**src/rtl/serial_add_pkg.sv**
```systemverilog
// Shared types and defaults for the bit-serial adder sequencer.
package serial_add_pkg;

    // Sequencer states: idle and accepting, stepping bits, holding a result.
    typedef enum logic [1:0] {
        IDLE = 2'd0,
        RUN  = 2'd1,
        DONE = 2'd2
    } sa_state_t;

    localparam int DEFAULT_WIDTH = 8;

endpackage

```
**src/rtl/half_adder.sv**
```systemverilog
// One-bit half adder: sum and carry of two bits.
module half_adder (
    input  logic i_a,
    input  logic i_b,
    output logic o_s,
    output logic o_c
);

    assign o_s = i_a ^ i_b;
    assign o_c = i_a & i_b;

endmodule

```
**src/rtl/serial_add_sequencer_full_add_cell.sv**
```systemverilog
// One-bit full adder built from two half adders and an OR for the carry.
// The two half-adder carries can never both be 1, so OR is enough.
module full_add_cell (
    input  logic i_a,
    input  logic i_b,
    input  logic i_cin,
    output logic o_s,
    output logic o_co
);

    logic w_s1;
    logic w_c1;
    logic w_c2;

    half_adder u_ha_ab (
        .i_a (i_a),
        .i_b (i_b),
        .o_s (w_s1),
        .o_c (w_c1)
    );

    half_adder u_ha_cin (
        .i_a (w_s1),
        .i_b (i_cin),
        .o_s (o_s),
        .o_c (w_c2)
    );

    assign o_co = w_c1 | w_c2;

endmodule

```
**src/rtl/serial_add_sequencer.sv**
```systemverilog
// Bit-serial WIDTH-bit adder controller. One full-add cell is stepped over
// WIDTH cycles, LSB first.
//
// Handshakes: a transfer happens on a rising clk edge where valid && ready.
// The producer holds its data stable while valid is high. On the input side,
// a/b are captured only on a transfer in IDLE. On the output side, sum/cout
// stay stable while out_valid is high and out_ready is low. in_ready and
// out_valid are never high together, so the two transfers never coincide.
module serial_add_sequencer
    import serial_add_pkg::*;
#(
    parameter int WIDTH = DEFAULT_WIDTH
) (
    input  logic             clk,
    input  logic             rst_n,
    input  logic             in_valid,
    output logic             in_ready,
    input  logic [WIDTH-1:0] a,
    input  logic [WIDTH-1:0] b,
    output logic             out_valid,
    input  logic             out_ready,
    output logic [WIDTH-1:0] sum,
    output logic             cout,
    output logic             busy,
    output logic [1:0]       o_dbg_state
);

    localparam int CNT_W = $clog2(WIDTH + 1);
    localparam logic [CNT_W-1:0] CNT_LAST = CNT_W'(WIDTH - 1);

    generate
        if (WIDTH < 1 || WIDTH > 64) begin : g_bad_width
            $error("serial_add_sequencer: WIDTH must be in 1..64");
        end
    endgenerate

    sa_state_t        r_state;
    sa_state_t        w_state_next;
    logic [WIDTH-1:0] r_a;
    logic [WIDTH-1:0] r_b;
    logic             r_c;
    logic [CNT_W-1:0] r_cnt;
    logic [WIDTH-1:0] r_sum_sh;
    logic [WIDTH-1:0] w_sum_sh_next;
    logic [WIDTH-1:0] r_sum;
    logic             r_cout;
    logic             r_out_valid;
    logic             w_s;
    logic             w_co;
    logic             w_accept;
    logic             w_last;
    logic             w_transfer;

    // Shared one-bit datapath: current LSBs plus the running carry.
    full_add_cell u_cell (
        .i_a   (r_a[0]),
        .i_b   (r_b[0]),
        .i_cin (r_c),
        .o_s   (w_s),
        .o_co  (w_co)
    );

    assign w_accept   = (r_state == IDLE) && in_valid;
    assign w_last     = (r_state == RUN) && (r_cnt == CNT_LAST);
    assign w_transfer = (r_state == DONE) && out_ready;

    // State register.
    always_ff @(posedge clk or negedge rst_n) begin
        if (!rst_n) begin
            r_state <= IDLE;
        end else begin
            r_state <= w_state_next;
        end
    end

    // Next-state decode.
    always_comb begin
        w_state_next = r_state;
        case (r_state)
            IDLE:    if (in_valid)  w_state_next = RUN;
            RUN:     if (w_last)    w_state_next = DONE;
            DONE:    if (out_ready) w_state_next = IDLE;
            default:                w_state_next = IDLE;
        endcase
    end

    // New sum bit enters at the MSB; after WIDTH steps bit 0 sits at bit 0.
    always_comb begin
        w_sum_sh_next            = r_sum_sh >> 1;
        w_sum_sh_next[WIDTH-1]   = w_s;
    end

    // Operand shifters, carry and bit counter.
    always_ff @(posedge clk or negedge rst_n) begin
        if (!rst_n) begin
            r_a      <= '0;
            r_b      <= '0;
            r_c      <= 1'b0;
            r_cnt    <= '0;
            r_sum_sh <= '0;
        end else if (w_accept) begin
            r_a      <= a;
            r_b      <= b;
            r_c      <= 1'b0;
            r_cnt    <= '0;
            r_sum_sh <= '0;
        end else if (r_state == RUN) begin
            r_a      <= r_a >> 1;
            r_b      <= r_b >> 1;
            r_c      <= w_co;
            r_cnt    <= r_cnt + CNT_W'(1);
            r_sum_sh <= w_sum_sh_next;
        end
    end

    // Result registers: loaded on the last bit, held until the next result.
    always_ff @(posedge clk or negedge rst_n) begin
        if (!rst_n) begin
            r_sum       <= '0;
            r_cout      <= 1'b0;
            r_out_valid <= 1'b0;
        end else if (w_last) begin
            r_sum       <= w_sum_sh_next;
            r_cout      <= w_co;
            r_out_valid <= 1'b1;
        end else if (w_transfer) begin
            r_out_valid <= 1'b0;
        end
    end

    assign sum         = r_sum;
    assign cout        = r_cout;
    assign out_valid   = r_out_valid;
    assign in_ready    = (r_state == IDLE);
    assign busy        = (r_state != IDLE);
    assign o_dbg_state = r_state;

endmodule

```
**config.mk**
```make
export PLATFORM = sky130hd
export DESIGN_NAME = serial_add_sequencer
export DESIGN_NICKNAME = d
export VERILOG_FILES = /design/src/rtl/serial_add_pkg.sv /design/src/rtl/half_adder.sv /design/src/rtl/serial_add_sequencer_full_add_cell.sv /design/src/rtl/serial_add_sequencer.sv
export SDC_FILE = /design/constraint.sdc
export NUM_CORES = 1
export LEC_CHECK = 0
export CAP_MARGIN = 20
export CORE_UTILIZATION = 47
export DETAILED_ROUTE_END_ITERATION = 16
export HOLD_SLACK_MARGIN = 0.12
export PLACE_DENSITY_LB_ADDON = 0.12
export SYNTH_ARGS = -nofsm -noshare
export SYNTH_HDL_FRONTEND = slang
export SYNTH_SLANG_ARGS = --single-unit
```
**constraint.sdc**
```tcl
create_clock -name clk -period 1.35 [get_ports clk]
set_input_delay 0.2025 -clock clk [delete_from_list [all_inputs] [get_ports clk]]
set_output_delay 0.2025 -clock clk [all_outputs]
set_load 0.005 [all_outputs]
```
* Yosys cells after proc, flatten, opt, wreduce, memory -nomap -nowiden
Cells that the tools add are included.
** Storage, ports and cells
- Register bits after elaboration :: 41
- Word-level logic and storage cells :: 45
** Cells by class
- Add/subtract/negate cells :: 1
- Equality and inequality tests :: 6
- Mux-type cells :: 16
- Bitwise operators :: 5
- Reductions and logical operators :: 8
** Operators with widths (number)
- 8-bit two-way mux :: 6
- 4-bit two-way mux :: 2
- 2-bit two-way mux :: 3
- 2-bit != test (second input constant) :: 3
- 2-bit case mux with 3 select lines :: 1
- 2-bit nonzero test :: 3
- 4-bit by 1-bit adder with 4-bit output (second input constant) :: 1
- 4-bit by 3-bit == test with 1-bit output (second input constant) :: 1
- 1-bit two-way mux :: 4
- 1-bit logical AND :: 3
- 3-bit AND reduction :: 1
- 1-bit AND :: 2
- 2-bit by 1-bit == test with 1-bit output (second input constant) :: 1
- 2-bit == test (second input constant) :: 1
- 2-bit logical NOT :: 1
- 1-bit XOR :: 2
- 1-bit OR :: 1

* Longest topological paths before layout
Gate-level depths: netlist (run 1).
- Word-level depth :: 5
- Gate-level depth with buffers :: 5
- Depth with buffers taken out :: 4

* Modules after synthesis
Synthesis (run 1) repeated with hierarchy kept, for this count alone.
** Second synthesis, totals
- Cell total of the unflattened synthesis :: 174
- Area total of the unflattened synthesis :: 1741.7 um^2
** By module, submodules not included
- serial_add_sequencer :: instances 1, cells an instance 171, area each 1710.4 um^2
- half_adder :: instances 2, cells an instance 1, area each 12.5 um^2
- full_add_cell :: instances 1, cells an instance 1, area each 6.3 um^2

* Worst setup path after synthesis (run 1)
No wires, ideal clock.
- Path kind :: register -> register
- From :: register r_state[1] (netlist: o_dbg_state[1])
- To :: register r_cout (netlist: cout)
- Library setup time :: 125 ps
- Arrival :: 1292 ps
- Data required time :: 1225 ps
- Path slack :: -68 ps
- Cell stages (with the launch flop) :: 5
- Buffers on the path :: 1
- Period minus slack after synthesis :: 1418 ps
- Cells stage by stage :: dfrtp_1 nand2b_1 nor3_2 buf_6 mux2_4
** On the way
- Word-level cells in the longest chain between the ends :: 2
** Ends and longest elaborated chain
- from (decl) :: RTL line serial_add_sequencer.sv:37 : sa_state_t r_state;
- from (signal assigned) :: RTL line serial_add_sequencer.sv:72 : r_state <= w_state_next;
- 2-bit by 1-bit == test with 1-bit output :: RTL line serial_add_sequencer.sv:64 : assign w_last = (r_state == RUN) && (r_cnt == CNT_LAST);
- 1-bit logical AND :: RTL line serial_add_sequencer.sv:64
- to (signal assigned) :: RTL line serial_add_sequencer.sv:124 : r_cout <= w_co;
- to (decl) :: RTL line serial_add_sequencer.sv:46 : logic r_cout;
Every way passes these cells.
A chain may end at the register's enable or synchronous reset.

* Worst setup path after layout (run 1)
- From :: register r_cnt[0]
- To :: register r_sum[0] (netlist: sum[0])
** On the way
- Word-level cells in the longest chain between the ends :: 2
** Ends and longest elaborated chain
- from (decl) :: RTL line serial_add_sequencer.sv:42 : logic [CNT_W-1:0] r_cnt;
- from (signal assigned) :: RTL line serial_add_sequencer.sv:111 : r_cnt <= r_cnt + CNT_W'(1);
- 4-bit by 3-bit == test with 1-bit output :: RTL line serial_add_sequencer.sv:64
- 1-bit logical AND :: RTL line serial_add_sequencer.sv:64
- to (signal assigned) :: RTL line serial_add_sequencer.sv:123 : r_sum <= w_sum_sh_next;
- to (decl) :: RTL line serial_add_sequencer.sv:45 : logic [WIDTH-1:0] r_sum;
Every way passes these cells.

==> impl_metrics.xml, run 1 <==
<?xml version="1.0" encoding="UTF-8"?>
<metrics>
  <group name="job">
    <metric name="cap_violations" unit="">0</metric>
  </group>
  <group name="clock_tree">
    <metric name="clock_tree.htree_level_count" unit="">2</metric>
    <metric name="cts-root-buf" unit="">clkbuf_8</metric>
    <metric name="clock_sinks" unit="">40</metric>
    <metric name="tritoncts" unit="">built</metric>
    <metric name="clock_path_buffers" unit="">2</metric>
    <metric name="clk_latency" unit="ns">0.29</metric>
    <metric name="cts_inserted_buffers" unit="">5</metric>
    <metric name="cts.reportedPaths.clkPinSlew" unit="ns">0.08</metric>
  </group>
  <group name="timing">
    <metric name="finalCritPeriodShare" unit="%">109.0</metric>
    <metric name="slew_headroom" unit="%">65.85</metric>
    <metric name="timing.clock.skew" unit="ns">0.01215</metric>
    <metric name="finalSetupViolations" unit="">39</metric>
    <metric name="worst_slew_pin_slew" unit="ns">0.5122</metric>
    <metric name="max_freq" unit="MHz">679.7</metric>
    <metric name="crit_path_time_final" unit="ns">1.471</metric>
    <metric name="report.final.slew_viol_count" unit="">0</metric>
    <metric name="count_of_endpoints_failing_hold_in_the_final_timing_report" unit="">0</metric>
    <metric name="rsz0062_at_grt" unit="">yes</metric>
    <metric name="finalWorstSetupSlack" unit="ns">-0.1212</metric>
  </group>
  <group name="critical_path">
    <metric name="critical-path-top-delay-family" unit="">flip-flops</metric>
    <metric name="rr_worst_depth" unit="">5</metric>
    <metric name="criticalPathCategory" unit="">flop to flop</metric>
    <metric name="setup.worst_path.end_class" unit="">flop</metric>
    <metric name="critical-path-max-stage-delay" unit="ns">0.36</metric>
    <metric name="crit_chain" unit="">ha_2 &gt; nand2_2 &gt; nor3_4 &gt; buf_12 &gt; mux2_4</metric>
    <metric name="crit_path_slowest_cell" unit="">dfrtp_1</metric>
    <metric name="crit_path_start_kind" unit="">flop</metric>
    <metric name="worst-path-stages" unit="">5</metric>
    <metric name="cp_num_buf_inv" unit="">1</metric>
    <metric name="worstPathRequired" unit="ns">1.52</metric>
    <metric name="crit_path_max_fanout" unit="">6</metric>
    <metric name="worst_ep_arrival_time" unit="ns">1.64</metric>
  </group>
  <group name="global_route">
    <metric name="grt_pass1_wl" unit="um">6561</metric>
    <metric name="grt_max_degree" unit="">41</metric>
    <metric name="grt_usage" unit="%">19.85</metric>
    <metric name="remaining_overflow_grt" unit="">0</metric>
    <metric name="grt_antenna_before_repair" unit="">0</metric>
    <metric name="first_global_vias" unit="">1438</metric>
    <metric name="busiest_grt_layer" unit="">met2</metric>
    <metric name="grtUsageMet1" unit="%">26.08</metric>
    <metric name="met2_usage" unit="%">32.00</metric>
    <metric name="groute.layer.met3.usage" unit="%">5.405</metric>
  </group>
  <group name="power_and_ir_drop">
    <metric name="static-leakage-power" unit="nW">1.314</metric>
    <metric name="cellPowerDensity" unit="mW/mm^2">2239</metric>
    <metric name="vdd_drop_max" unit="mV">1.294</metric>
  </group>
  <group name="worst_hold_path">
    <metric name="holdCritPathClass" unit="">input pin to flop</metric>
    <metric name="min_delay_path_depth" unit="">3</metric>
  </group>
  <group name="placement">
    <metric name="placement.io_buffers" unit="">33</metric>
    <metric name="detailedPlacementHpwl" unit="um">2441</metric>
    <metric name="placedCellCount" unit="">258</metric>
    <metric name="gp_congestion" unit="">0.7278</metric>
  </group>
  <group name="cells_and_area">
    <metric name="final_core_util" unit="%">69.97</metric>
    <metric name="design.final.nets" unit="">255</metric>
    <metric name="finalNonFillerCells" unit="">284</metric>
    <metric name="layout-area-overhead-vs-synth" unit="%">41.02</metric>
    <metric name="insertedDiodeCount" unit="">0</metric>
    <metric name="fillerInstances" unit="">305</metric>
    <metric name="final_layout_size_suffix_gt1_share" unit="%">44.87</metric>
  </group>
  <group name="run_status">
    <metric name="run_status" unit="">complete, but fails checks</metric>
    <metric name="failed_checks" unit="">setup timing</metric>
  </group>
  <group name="route">
    <metric name="wl_per_cell" unit="um">14.86</metric>
    <metric name="detailroute.via_count" unit="">1442</metric>
    <metric name="remaining_number_of_nets_flagged_by_the_antenna_check_after_routing" unit="">0</metric>
    <metric name="wl" unit="um">4220</metric>
    <metric name="detailedRoute.firstPassIterationCount" unit="">4</metric>
    <metric name="route.detailed.drc" unit="">0</metric>
    <metric name="initialDrtViolationCount" unit="">87</metric>
    <metric name="drt-vias-per-instance" unit="">5.077</metric>
  </group>
  <group name="synthesis">
    <metric name="post_syn_instances" unit="">172</metric>
    <metric name="postSynth.asyncResetShare" unit="%">100.0</metric>
    <metric name="synth-seq-cells" unit="">40</metric>
    <metric name="area_share_of_the_largest_cell_type_after_synthesis" unit="%">49.72</metric>
    <metric name="ys_dominant_reg_cell" unit="">dfrtp_1</metric>
    <metric name="synth_nets" unit="">194</metric>
    <metric name="postSynthAreaPerCell" unit="sq um">11.70</metric>
    <metric name="yosys-top-cells-area" unit="">dfrtp_1 (50%), nand2_1 (9.3%), nand3_2 (7.5%)</metric>
    <metric name="synth.lib_cells_used.distinct" unit="">32</metric>
    <metric name="yosys_warnings" unit="">0</metric>
    <metric name="number_of_flops_mapped_to_enable_cells_by_yosys" unit="">0</metric>
    <metric name="synth_top_cell_by_area" unit="">dfrtp_1</metric>
    <metric name="register_area_share_after_synthesis" unit="%">49.72</metric>
    <metric name="synth_area" unit="sq mm">0.002013</metric>
  </group>
  <group name="floorplan">
    <metric name="std_cell_rows" unit="">23</metric>
    <metric name="core_region_area" unit="sq mm">0.004058</metric>
    <metric name="floorplan_die_width" unit="um">67.45</metric>
    <metric name="start_util" unit="%">49.61</metric>
    <metric name="die_area" unit="sq mm">0.004549</metric>
    <metric name="dieHeight" unit="um">67.45</metric>
    <metric name="ios" unit="">34</metric>
  </group>
</metrics>
[metal layers]
layer  up-vias  share of wire, %
li1        700                 -
met1       709                48
met2        31                48
met3         2               3.6
met4         0              0.50
met5         -                 0
[sequential cells by signal (all words and copies together) (netlist names)]
register,flops
r_b,8
r_cnt,4
cout,1
out_valid,1
r_a,8
sum,8
r_c,1
r_sum_sh,7
o_dbg_state,2
[Yosys cell counts (2+ instances only)]
cell     instances
a21oi_1          2
a22oi_1          3
a31oi_2         11
buf_2            5
buf_6            5
dfrtp_1         40
mux2_4           8
nand2_1         50
nand3_2         15
nor2_2           2
nor2_4           9
nor3b_1          2
[worst paths after layout]
kind                                           start                    endpoint  slack (ns)
max in group asynchronous                      rst_n  o_dbg_state[0]$_DFFE_PN0P_        0.47
min in group asynchronous                      rst_n          r_b[4]$_DFFE_PN0P_        0.50
worst max register to register  r_cnt[0]$_DFFE_PN0P_          sum[0]$_DFFE_PN0P_       -0.12
worst min register to register    r_b[1]$_DFFE_PN0P_          r_b[0]$_DFFE_PN0P_        0.51
worst max-delay path            r_cnt[0]$_DFFE_PN0P_          sum[0]$_DFFE_PN0P_       -0.12
worst min-delay path                            a[7]          r_a[7]$_DFFE_PN0P_        0.45
[power by group]
part / internal, mW / switching, mW
clock: 0.408 / 0.408
sequential: 1.77 / 0.391
combinational: 1.85 / 1.53
[logic make-up (layout without fill, tap and decap cells)]
| group | after synthesis | in the layout | synth area share (%) |
|---|---|---|---|
| AOI/OAI and AO/OA | 20 | 20 | 9.695 |
| DFF | 40 | 40 | 49.72 |
| muxes | 10 | 10 | 7.023 |
| and+or+nand+nor | 87 | 87 | 26.35 |
| adders and majority gates | 2 | 2 | 1.616 |
| buffers and inverters | 13 | 75 | 5.593 |
[area by class of cell]
cell class                      count  area [sq um]  share of cell area, %
Multi-Input combinational cell    119         970.9                  34.20
Timing Repair Buffer               66         706.9                  24.90
Tap cell                           50         62.56                  2.204
Clock buffer                        6         82.58                  2.909
Clock inverter                      2         10.01                 0.3526
Inverter                            1         3.754                 0.1322
Sequential cell                    40          1002                  35.30
[timing repair]
action	in CTS	in global routing
pin swaps	10	18
hold endpoints to repair	40	0
hold buffers	1	0
cloned	1	3
setup buffers	11	3
setup endpoints to repair	50	46
resized for setup	36	17
[worst reg2reg max path, cell delays in order (launching register included)]
cell and delay, ns:
dfrtp_1 0.36, ha_2 0.20, nand2_2 0.08, nor3_4 0.25, buf_12 0.16, mux2_4 0.30
[placed cells by master, fill, tap and decap left out, types with 4 or more instances in the layout]
master / netlist / routed
dlymetal6s2s_1: 0 / 4
nand2_2: 1 / 4
clkdlybuf4s50_1: 0 / 18
nand3_2: 15 / 13
buf_4: 1 / 19
mux2_4: 8 / 9
buf_6: 5 / 7
dfrtp_1: 40 / 39
dlygate4sd2_1: 0 / 6
a31oi_2: 11 / 11
nor2_4: 9 / 11
clkbuf_8: 0 / 6
nand2_1: 50 / 46
[metrics by stage]
step / total power, mW / setup TNS [ns] / setup WS [ns] / area [sq um] / hold WS, ns
6_report: 6.355 / -3.220 / -0.1212 / 2839 / 0.4460
2_1_floorplan: 4.020 / -0.4379 / -0.02741 / 2032 / -0.09309
3_3_place_gp: 4.860 / -9.060 / -0.3255 / 2449 / 0.2890
5_1_grt: 6.844 / -4.788 / -0.1803 / 2839 / 0.4756
3_5_place_dp: 4.954 / -9.379 / -0.3368 / 2449 / 0.2925
4_1_cts: 6.103 / -2.727 / -0.1084 / 2695 / 0.4385
Power figures use the tool's default switching activity.
==> inputs of run 2 (changes only) <==
Settings changed: CTS_CLUSTER_SIZE set to 30.
==> results of run 2 <==
Final layout, timing and power as in run 1 (identical DEF).
